**src/rtl/apb_master_pkg.sv**
```systemverilog
// Shared types for the APB command master: FSM states, command/response payloads
// and the watchdog counter width.
package apb_master_pkg;

  localparam int unsigned WDOG_W     = 8;
  localparam int unsigned PKG_ADDR_W = 8;
  localparam int unsigned PKG_DATA_W = 8;

  typedef enum logic [1:0] {
    ST_IDLE,
    ST_SETUP,
    ST_ACCESS,
    ST_RESP
  } state_e;

  typedef struct packed {
    logic                  write;
    logic [PKG_ADDR_W-1:0] addr;
    logic [PKG_DATA_W-1:0] wdata;
  } cmd_t;

  typedef struct packed {
    logic [PKG_DATA_W-1:0] rdata;
    logic                  err;
    logic                  timeout;
  } rsp_t;

endpackage

```
**src/rtl/apb_wdog.sv**
```systemverilog
// Saturating ACCESS-phase wait counter; flags the wait cycle in which the count
// reaches TIMEOUT. TIMEOUT=0 keeps the flag permanently low.
module apb_wdog
  import apb_master_pkg::*;
#(
  parameter int unsigned TIMEOUT = 16
) (
  input  logic clk,
  input  logic rst,
  input  logic i_clr,
  input  logic i_en,
  output logic o_expired_c
);

  localparam logic [WDOG_W-1:0] LIMIT = WDOG_W'(TIMEOUT);
  localparam logic [WDOG_W-1:0] MAX   = '1;

  logic [WDOG_W-1:0] r_count;

  always_ff @(posedge clk or posedge rst) begin
    if (rst) begin
      r_count <= '0;
    end else if (i_clr) begin
      r_count <= '0;
    end else if (i_en && (r_count != MAX)) begin
      r_count <= r_count + WDOG_W'(1);
    end
  end

  // Fires in the wait cycle whose increment makes the count equal TIMEOUT.
  assign o_expired_c = (LIMIT != '0) && i_en && (r_count >= (LIMIT - WDOG_W'(1)));

endmodule

```
**src/rtl/apb_cmd_master.sv**
```systemverilog
// APB3 requester: one valid/ready command becomes one APB transfer, answered on a
// valid/ready response stream; a watchdog ends accesses whose pready never comes.
module apb_cmd_master
  import apb_master_pkg::*;
#(
  parameter int unsigned ADDR_W  = PKG_ADDR_W,
  parameter int unsigned DATA_W  = PKG_DATA_W,
  parameter int unsigned TIMEOUT = 16
) (
  input  logic              pclk,
  input  logic              preset,
  input  logic              cmd_valid,
  output logic              cmd_ready,
  input  logic              cmd_write,
  input  logic [ADDR_W-1:0] cmd_addr,
  input  logic [DATA_W-1:0] cmd_wdata,
  output logic              rsp_valid,
  input  logic              rsp_ready,
  output logic [DATA_W-1:0] rsp_rdata,
  output logic              rsp_err,
  output logic              rsp_timeout,
  output logic              psel,
  output logic              penable,
  output logic              pwrite,
  output logic [ADDR_W-1:0] paddr,
  output logic [DATA_W-1:0] pwdata,
  input  logic [DATA_W-1:0] prdata,
  input  logic              pready,
  input  logic              pslverr
);

  state_e r_state, w_next;
  cmd_t   r_cmd;
  rsp_t   r_rsp, w_rsp;
  logic   r_cmd_ready, r_psel, r_penable, r_rsp_valid;
  logic   w_accept, w_cap, w_wd_clr, w_wd_en, w_expired;

  apb_wdog #(.TIMEOUT(TIMEOUT)) u_wdog (
    .clk        (pclk),
    .rst        (preset),
    .i_clr      (w_wd_clr),
    .i_en       (w_wd_en),
    .o_expired_c(w_expired)
  );

  // Next-state, command accept and response capture decode.
  always_comb begin
    w_next   = r_state;
    w_accept = 1'b0;
    w_cap    = 1'b0;
    w_wd_clr = 1'b0;
    w_wd_en  = 1'b0;
    w_rsp    = '0;
    unique case (r_state)
      ST_IDLE: begin
        if (cmd_valid) begin
          w_accept = 1'b1;
          w_wd_clr = 1'b1;
          w_next   = ST_SETUP;
        end
      end
      ST_SETUP: w_next = ST_ACCESS;
      ST_ACCESS: begin
        if (pready) begin
          w_cap         = 1'b1;
          w_rsp.rdata   = r_cmd.write ? '0 : PKG_DATA_W'(prdata);
          w_rsp.err     = pslverr;
          w_next        = ST_RESP;
        end else begin
          w_wd_en = 1'b1;
          if (w_expired) begin
            w_cap         = 1'b1;
            w_rsp.err     = 1'b1;
            w_rsp.timeout = 1'b1;
            w_next        = ST_RESP;
          end
        end
      end
      ST_RESP: begin
        if (rsp_ready) w_next = ST_IDLE;
      end
      default: w_next = ST_IDLE;
    endcase
  end

  // State, registered handshake/APB controls and payload registers.
  always_ff @(posedge pclk or posedge preset) begin
    if (preset) begin
      r_state     <= ST_IDLE;
      r_cmd       <= '0;
      r_rsp       <= '0;
      r_cmd_ready <= 1'b1;
      r_psel      <= 1'b0;
      r_penable   <= 1'b0;
      r_rsp_valid <= 1'b0;
    end else begin
      r_state     <= w_next;
      r_cmd_ready <= (w_next == ST_IDLE);
      r_psel      <= (w_next == ST_SETUP) || (w_next == ST_ACCESS);
      r_penable   <= (w_next == ST_ACCESS);
      r_rsp_valid <= (w_next == ST_RESP);
      if (w_accept) begin
        r_cmd.write <= cmd_write;
        r_cmd.addr  <= PKG_ADDR_W'(cmd_addr);
        r_cmd.wdata <= PKG_DATA_W'(cmd_wdata);
      end
      if (w_cap) r_rsp <= w_rsp;
    end
  end

  assign cmd_ready   = r_cmd_ready;
  assign rsp_valid   = r_rsp_valid;
  assign rsp_rdata   = DATA_W'(r_rsp.rdata);
  assign rsp_err     = r_rsp.err;
  assign rsp_timeout = r_rsp.timeout;
  assign psel        = r_psel;
  assign penable     = r_penable;
  assign pwrite      = r_cmd.write;
  assign paddr       = ADDR_W'(r_cmd.addr);
  assign pwdata      = DATA_W'(r_cmd.wdata);

endmodule

```
**config.mk**
```make
export PLATFORM = sky130hd
export DESIGN_NAME = apb_cmd_master
export DESIGN_NICKNAME = d
export VERILOG_FILES = /design/src/rtl/apb_master_pkg.sv /design/src/rtl/apb_wdog.sv /design/src/rtl/apb_cmd_master.sv
export SDC_FILE = /design/constraint.sdc
export NUM_CORES = 1
export LEC_CHECK = 0
export CORE_ASPECT_RATIO = 1.5
export CORE_MARGIN = 10
export CORE_UTILIZATION = 44
export DETAILED_ROUTE_END_ITERATION = 7
export PLACE_DENSITY = 0.79
export SYNTH_ARGS = -nofsm -noshare
export SYNTH_HDL_FRONTEND = slang
export SYNTH_SLANG_ARGS = --single-unit
```
**constraint.sdc**
```tcl
create_clock -name pclk -period 2.3 [get_ports pclk]
set_clock_uncertainty 0.05 [all_clocks]
set_input_delay 0.69 -clock pclk [delete_from_list [all_inputs] [get_ports pclk]]
set_output_delay 0.69 -clock pclk [all_outputs]
set_load 0.01 [all_outputs]
```
[After elaboration in Yosys (flattened, before gate mapping)]
Index checks and enable logic that the tools add are counted.
Cells by class
  add/sub/neg operators: 1
  $lt $le $gt $ge: 1
  eq/ne operators: 7
  mux-type cells: 20
  reductions and logical operators: 6
Operator list (count)
  8-bit 2-to-1 mux: 4
  10-bit 2-to-1 mux: 1
  2-bit 2-to-1 mux: 5
  1-bit 2-to-1 mux: 9
  8-bit by 1-bit adder with 8-bit output, second input constant: 1
  2-bit equality test, second input constant: 4
  8-bit by 4-bit >= comparator with 1-bit output, second input constant: 1
  8-bit != test, second input constant: 1
  2-bit case mux with 4 select lines: 1
  2-bit by 1-bit equality test with 1-bit output, second input constant: 2
  2-bit logical NOT: 2
  1-bit logical AND: 2
  2-bit nonzero test: 1
  1-bit logical OR: 1
Word-level totals
  register bits after elaboration: 41
  output and inout port bits: 31
  logic and storage cells: 47

[Depth between registers and ports, before layout]
Gate-level depths: netlist of the first run.
  word-level depth: 8
  depth in mapped cells: 6

[Modules after synthesis]
Synthesis of the first run repeated with hierarchy kept, for this count alone.
Unflattened totals
  cell total of the unflattened synthesis: 154
  area, all modules: 1884.3 um^2
By module, submodules not included
  apb_cmd_master: times used 1, cells an instance 103, area each 1373.8 um^2
  apb_wdog: times used 1, cells an instance 51, area each 510.5 um^2

[Worst setup path after synthesis of the first run]
Ideal clock, no wire load.
  path kind: register to register
  start point: register u_wdog.r_count[4]
  end point: register r_rsp_valid (netlist: rsp_valid)
  setup time: 0.122 ns
  data arrival time: 1.707 ns
  required time: 2.128 ns
  slack: 0.421 ns
  cell stages (with the launch flop): 6
  clock period less this slack: 1.879 ns
  path through: dfrtp_1 -> or4_4 -> o31ai_4 -> o211a_1 -> inv_1 -> ha_1
Between the ends
  longest elaborated chain between the ends: 6
RTL lines
  start, declared: line apb_wdog.sv:18  | logic [WDOG_W-1:0] r_count;
  start signal, assigned: line apb_wdog.sv:26  | r_count <= r_count + WDOG_W'(1);
  8-bit by 4-bit >= comparator with 1-bit output: line apb_wdog.sv:31  | assign o_expired_c = (LIMIT != '0) && i_en && (r_count >= (LIMIT - WDOG_W'(1)));
  1-bit logical AND: line apb_wdog.sv:31
  2-bit 2-to-1 mux: line apb_cmd_master.sv:71  | if (w_expired) begin
  2-bit 2-to-1 mux: line apb_cmd_master.sv:64  | if (pready) begin
  2-bit case mux with 4 select lines: line apb_cmd_master.sv:54  | unique case (r_state)
  via w_next[0]: line apb_cmd_master.sv:32  | state_e r_state, w_next;
  2-bit equality test: line apb_cmd_master.sv:101  | r_rsp_valid <= (w_next == ST_RESP);
  end signal, assigned: line apb_cmd_master.sv:101
  end, declared: line apb_cmd_master.sv:35  | logic r_cmd_ready, r_psel, r_penable, r_rsp_valid;
The timed path passes the listed nets, and every way through them passes these cells.
A chain may end at the register's enable or synchronous reset.

[Worst setup path after layout of the first run]
  start point: register r_cmd_ready (netlist: cmd_ready)
  end point: output cmd_ready
RTL lines
  start, declared: line apb_cmd_master.sv:35
  start signal, assigned: line apb_cmd_master.sv:98  | r_cmd_ready <= (w_next == ST_IDLE);
  end, declared: line apb_cmd_master.sv:13  | output logic cmd_ready,
No word-level cell between the ends.

==> results.toml, run 1 <==
[run_status]
status = "finished clean"

[worst_setup_path]
path_max_fanout = 1
crit_path_end_kind = "primary output"
critPathMaxStageDelay_ps = 520
r2r_cells = 5
cp.required_ps = 1560
r2r-start = "u_wdog.r_count[4]$_DFFE_PP0P_"
worstPathArrival_ps = 1320
path_buf_inv = 1
critPathKind = "flop to primary output"
start_kind = "flop"
cp_cell_sequence = "clkdlybuf4s50_1"
reg2reg_to = "rsp_valid$_DFF_PP0_"
cp-startpoint = "cmd_ready$_DFF_PP1_"
reg2reg_slack_ps = 420
crit_slowest_cell = "dfstp_2"
worst_path_dominant_cell_family = "flip-flops"

[worst_hold_path]
hold_end = "rsp_rdata[6]$_DFFE_PP0P_"
min_from = "rsp_rdata[6]$_DFFE_PP0P_"
min-delay-path-class = "flop to flop"
worstHoldPathCells = 2

[timing]
rsz0062_at_grt = "no"
setup_tns_ps = 0
min_period_ps = 2060
fmax_ghz = 0.484
tightest_slew_ps = 523
maxSlewViolCount = 0
finalHoldViolCount = 0
slew_headroom_pct = 64.7
period_share_pct = 89.8
setup_violations = 0

[drt]
routed_wl_um = 4170
first_pass_iters = 3
ant_nets = 0
drc_errors = 0
drt_iter0_drc = 60
via_per_inst = 4.88
vias = 1411
routedWlPerCell_um = 14.4

[flow_run]
cap_violations = 0

[clock_network]
cts_buffer_depth = 2
insertion_delay_ps = 290
post_cts_resized = 0
cts-root-buf = "clkbuf_8"
cts_sinks = 41
cts_setup_buffers = 0
cts_tree = "yes"
clk_pin_slew_worst_paths_ps = 80
hold_buffers = 0
htreeDepth = 2
cts_buffers = 5

[yosys]
yosysUniqueCellTypes = 28
synth_cells = 176
seq_area_frac_synth_pct = 59.9
synthArstFlopShare_pct = 100
yosysTopAreaCellShare_pct = 58.4
synth-edff-count = 0
synth_top_area_cell = "dfrtp_1"
synth_area_leaders = "dfrtp_1 (58%), nand2_1 (15%), o21ai_0 (3.8%)"
synthFlopType = "dfrtp_1"
syn_nets = 211
ys_warn_count = 0
yosys_register_bits = 41
syn_area_sq_mm = 0.00172
avgSynthCellArea_sq_um = 9.75

[place]
dp_hpwl_um = 3200
gp_congestion = 0.789
io_buffers = 61

[die]
start_util_pct = 46.2
die_area_sq_mm = 0.00685
core_area_sq_mm = 0.00372
rows = 27
num_io_pins = 62
die_w_um = 71.0
die_h_um = 96.5

[final_layout]
syn2layout_area_growth_pct = 47.1
finalCoreUtilization_pct = 67.9
drive_gt1_share_pct = 8.54
mostFrequentLayoutCell = "nand2_1"
final_nets = 280
nFillCells = 299
layout_common_cells = "nand2_1 (70), clkdlybuf4s50_1 (61), dfrtp_1 (40)"
antenna_cells = 0

[power]
irDropWorstVdd_uv = 753
netSwitchingPower_mw = 0.979
p_int_mw = 2.03
switching_share_pct = 32.6
pwr-share-seq_pct = 39.8
power_frac_comb_pct = 40.5
clkPwrFrac_pct = 19.7
power.leakage_nw = 1.18
powerDensity_mw_per_mm2 = 1190

[global_routing]
first_global_vias = 1517
overflow = 0
antenna_found_initial = 0
grt_start_max_net_pins = 25
grt_use_total_pct = 12.4
grt_pass1_wl_um = 7040
routing by layer:
| layer | vias to the layer above | wire (um) | share of wire, % | GRT usage [%] |
|---|---|---|---|---|
| met5 | - | 0 | 0 | 0 |
| met4 | 0 | 60 | 1.4 | 4.37 |
| met3 | 6 | 381 | 9.1 | 5.51 |
| met2 | 53 | 2010 | 48 | 20.4 |
| met1 | 645 | 1720 | 41 | 14.0 |
| li1 | 707 | - | - | - |
area by class of cell:
type,instances,area (sq um),share of cell area (%)
Tap cell,43,53.8,2.13
Multi-Input combinational cell,123,641,25.4
Clock buffer,7,86.3,3.42
Clock inverter,1,30.0,1.19
Sequential cell,41,1030,40.7
Timing Repair Buffer,68,663,26.3
Inverter,6,22.5,0.892
cell families (layout without fill, tap and decap cells):
group                      after synthesis  after routing  synth area share [%]
AOI/OAI and AO/OA                       23             23                  8.83
xor gates and xnor gates                 3              3                  1.53
adders and majority gates                4              4                  2.92
buffers and inverters                   12             82                  3.06
DFF                                     41             41                  59.9
muxes                                    1              1                 0.584
and+or+nand+nor                         92             92                  23.2
how the worst max path moves through the flow:
stage	to	slack, ps	cells past startpoint
global placement	psel$_DFF_PP0_	80	4
global route	u_wdog.r_count[5]$_DFFE_PP0P_	180	6
floorplan	rsp_valid$_DFF_PP0_	420	5
finish	cmd_ready	240	1
detailed placement	u_wdog.r_count[7]$_DFFE_PP0P_	30	5
CTS	cmd_ready	220	1
state kept, by name, indices dropped and copies added (netlist names):
name            cells
penable             1
rsp_err             1
r_state             2
psel                1
rsp_timeout         1
rsp_rdata           8
paddr               8
pwdata              8
cmd_ready           1
pwrite              1
u_wdog.r_count      8
rsp_valid           1
stage by stage:
stage / power [mW] / setup WS, ps / hold WS, ps / instances / instance area (sq um)
floorplan: 1.74 / 421 / 433 / 176 / 1720
global placement: 2.41 / 76.2 / 406 / 281 / 2410
detailed placement: 2.46 / 26.0 / 414 / 281 / 2410
CTS: 3.06 / 217 / 433 / 289 / 2520
global route: 3.24 / 180 / 455 / 289 / 2520
finish: 3.01 / 235 / 430 / 289 / 2520
power groups by stage:
stage / Clock, mW / Sequential [mW] / Combinational, mW
global route: 0.633 / 1.24 / 1.36
finish: 0.591 / 1.20 / 1.22
CTS: 0.602 / 1.20 / 1.26
detailed placement: 0 / 1.21 / 1.25
floorplan: 0 / 1.31 / 0.431
global placement: 0 / 1.20 / 1.22
cell usage after synthesis, types with 3 or more instances:
cell type	instances
nand2_1	70
ha_1	4
xor2_1	3
clkbuf_1	4
o211ai_1	3
inv_1	6
dfrtp_1	40
nand3_1	5
nor2_1	5
o21ai_0	13
Power figures use the tool's default switching activity.
==> inputs of run 2 (changes only) <==
--- a/config.mk
+++ b/config.mk
@@ -5,11 +5,11 @@
 export SDC_FILE = /design/constraint.sdc
 export NUM_CORES = 1
 export LEC_CHECK = 0
+export ABC_AREA = 0
 export CORE_ASPECT_RATIO = 1.5
 export CORE_MARGIN = 10
-export CORE_UTILIZATION = 44
+export CORE_UTILIZATION = 29
 export DETAILED_ROUTE_END_ITERATION = 7
-export PLACE_DENSITY = 0.79
 export SYNTH_ARGS = -nofsm -noshare
 export SYNTH_HDL_FRONTEND = slang
 export SYNTH_SLANG_ARGS = --single-unit
==> run 2 against run 1 <==
- wire length shrank 0.29%
- non-clock buffer count unchanged
- clock-buffer cell count is 2 lower
- maximum frequency shrank 0.48%
- critical path type unchanged
- largest cell class unchanged
- worst setup slack lost 10 ps
- critical path depth unchanged
- clock power increased by 15%
- largest power group unchanged
- sequential power about the same
- worst hold slack worse by 2.9 ps
- global-route usage shrank 3.6 points
- via count increased by 1.4%
- sequential share of layout area fell by 1.0 points
==> results.toml, run 2 (synthesis results as in run 1) <==
[run_status]
status = "finished clean"

[worst_setup_path]
r2r_cells = 4
worstPathArrival_ps = 1330
start_kind = "flop"
crit_slowest_cell = "dfstp_2"
r2r-start = "u_wdog.r_count[4]$_DFFE_PP0P_"
critPathMaxStageDelay_ps = 520
reg2reg_to = "psel$_DFF_PP0_"
reg2reg_slack_ps = 440
crit_path_end_kind = "primary output"
path_buf_inv = 1
cp.required_ps = 1560
critPathKind = "flop to primary output"
cp_cell_sequence = "clkdlybuf4s50_1"
worst_path_dominant_cell_family = "flip-flops"
path_max_fanout = 1

[final_layout]
mostFrequentLayoutCell = "nand2_1"
layout_common_cells = "nand2_1 (70), clkdlybuf4s50_1 (61), dfrtp_1 (40)"
regArea_sq_mm = 0.00103
final_nets = 280
nFillCells = 597
stdcell_area_sq_mm = 0.00259
drive_gt1_share_pct = 8.94
syn2layout_area_growth_pct = 51.0
antenna_cells = 0
multi_input_comb_area_sq_um = 641

[worst_hold_path]
hold_end = "paddr[3]$_DFFE_PP0P_"
worstHoldPathCells = 2
min-delay-path-class = "flop to flop"
min_from = "paddr[3]$_DFFE_PP0P_"

[clock_network]
hold_buffers = 0
cts_buffer_depth = 2
cts-root-buf = "clkbuf_8"
cts_tree = "yes"
htreeDepth = 2
cts_setup_buffers = 0
cts_buffers = 5
cts_sinks = 41
clk_pin_slew_worst_paths_ps = 80
post_cts_resized = 0
insertion_delay_ps = 290

[drt]
vias = 1431
routed_wl_um = 4160
drt_iter0_drc = 30
routedWlPerCell_um = 13.1
via_per_inst = 4.50
first_pass_iters = 4
drc_errors = 0
ant_nets = 0

[die]
die_h_um = 114
core_area_sq_mm = 0.00579
start_util_pct = 29.6
num_io_pins = 62
die_w_um = 82.8
die_area_sq_mm = 0.00945
rows = 34

[timing]
fmax_ghz = 0.482
period_share_pct = 90.2
rsz0062_at_grt = "no"
setup_violations = 0
min_period_ps = 2070
finalHoldViolCount = 0
maxSlewViolCount = 0
tightest_slew_ps = 545
slew_headroom_pct = 63.3
setup_tns_ps = 0

[global_routing]
grt_use_total_pct = 8.76
overflow = 0
grt_pass1_wl_um = 6760
grt_start_max_net_pins = 42
antenna_found_initial = 0
first_global_vias = 1462

[power]
powerDensity_mw_per_mm2 = 1190
power.leakage_nw = 1.19
irDropWorstVdd_uv = 569
power_mw = 3.09

[place]
placed_cell_area_sq_mm = 0.00246
gp_congestion = 0.738
dp_hpwl_um = 3120
io_buffers = 61

[flow_run]
cap_violations = 0
==> run 2: cell count changes in the layout (fill, tap and decap cells not counted) <==
| cell | delta |
|---|---|
| clkbuf_1 | -1 |
| clkinv_2 | +1 |
| buf_4 | -1 |
| bufinv_16 | +1 |
| buf_12 | +1 |
| clkbuf_8 | -1 |
==> run 2: layout make-up <==
class,instances,share of cell area [%]
clock inverters,3,2.51
clock buffers,5,2.66
inverters,6,0.870
flip-flops and latches,41,39.7
repair buffers,68,26.1
well taps,72,3.48
multi-input cells,123,24.7
==> run 2: power breakdown <==
part           leakage, nW  internal (mW)  total, mW  switching, mW
clock network       0.0681          0.431      0.677          0.246
registers            0.522           1.02       1.20          0.183
logic                0.604          0.665       1.22          0.552
==> run 2: layer usage <==
layer	GRT usage (%)	wire, um	part of all wire, %
met2	13.5	1960	47
met5	0	0	0
met3	4.95	527	13
met4	2.35	36	0.87
met1	10.1	1640	39
==> run 2: stage by stage <==
stage	worst slack (ps)	hold slack, ps	cells	utilization [%]
after floorplan	421	433	176	-
after global placement	70.2	408	310	42.5
after detailed placement	25.1	413	310	42.5
after CTS	206	433	318	44.8
after global routing	185	459	318	44.8
final	225	428	318	44.8
==> run 2: how the worst max path moves through the flow <==
| stage | slack (ps) | cells after the start | start | end |
|---|---|---|---|---|
| floorplan | 420 | 5 | u_wdog.r_count[4]$_DFFE_PP0P_ | rsp_valid$_DFF_PP0_ |
| global route | 180 | 1 | cmd_ready$_DFF_PP1_ | cmd_ready |
| detailed placement | 30 | 4 | cmd_valid | psel$_DFF_PP0_ |
| global placement | 70 | 4 | cmd_valid | psel$_DFF_PP0_ |
| finish | 230 | 1 | cmd_ready$_DFF_PP1_ | cmd_ready |
| CTS | 210 | 1 | cmd_ready$_DFF_PP1_ | cmd_ready |
==> inputs of run 3 (changes only) <==
--- a/config.mk
+++ b/config.mk
@@ -5,7 +5,7 @@
 export SDC_FILE = /design/constraint.sdc
 export NUM_CORES = 1
 export LEC_CHECK = 0
-export ABC_AREA = 0
+export CAP_MARGIN = 10
 export CORE_ASPECT_RATIO = 1.5
 export CORE_MARGIN = 10
 export CORE_UTILIZATION = 29
==> results of run 3 <==
Same layout as run 2: the final DEF is identical, and so are final timing and power.
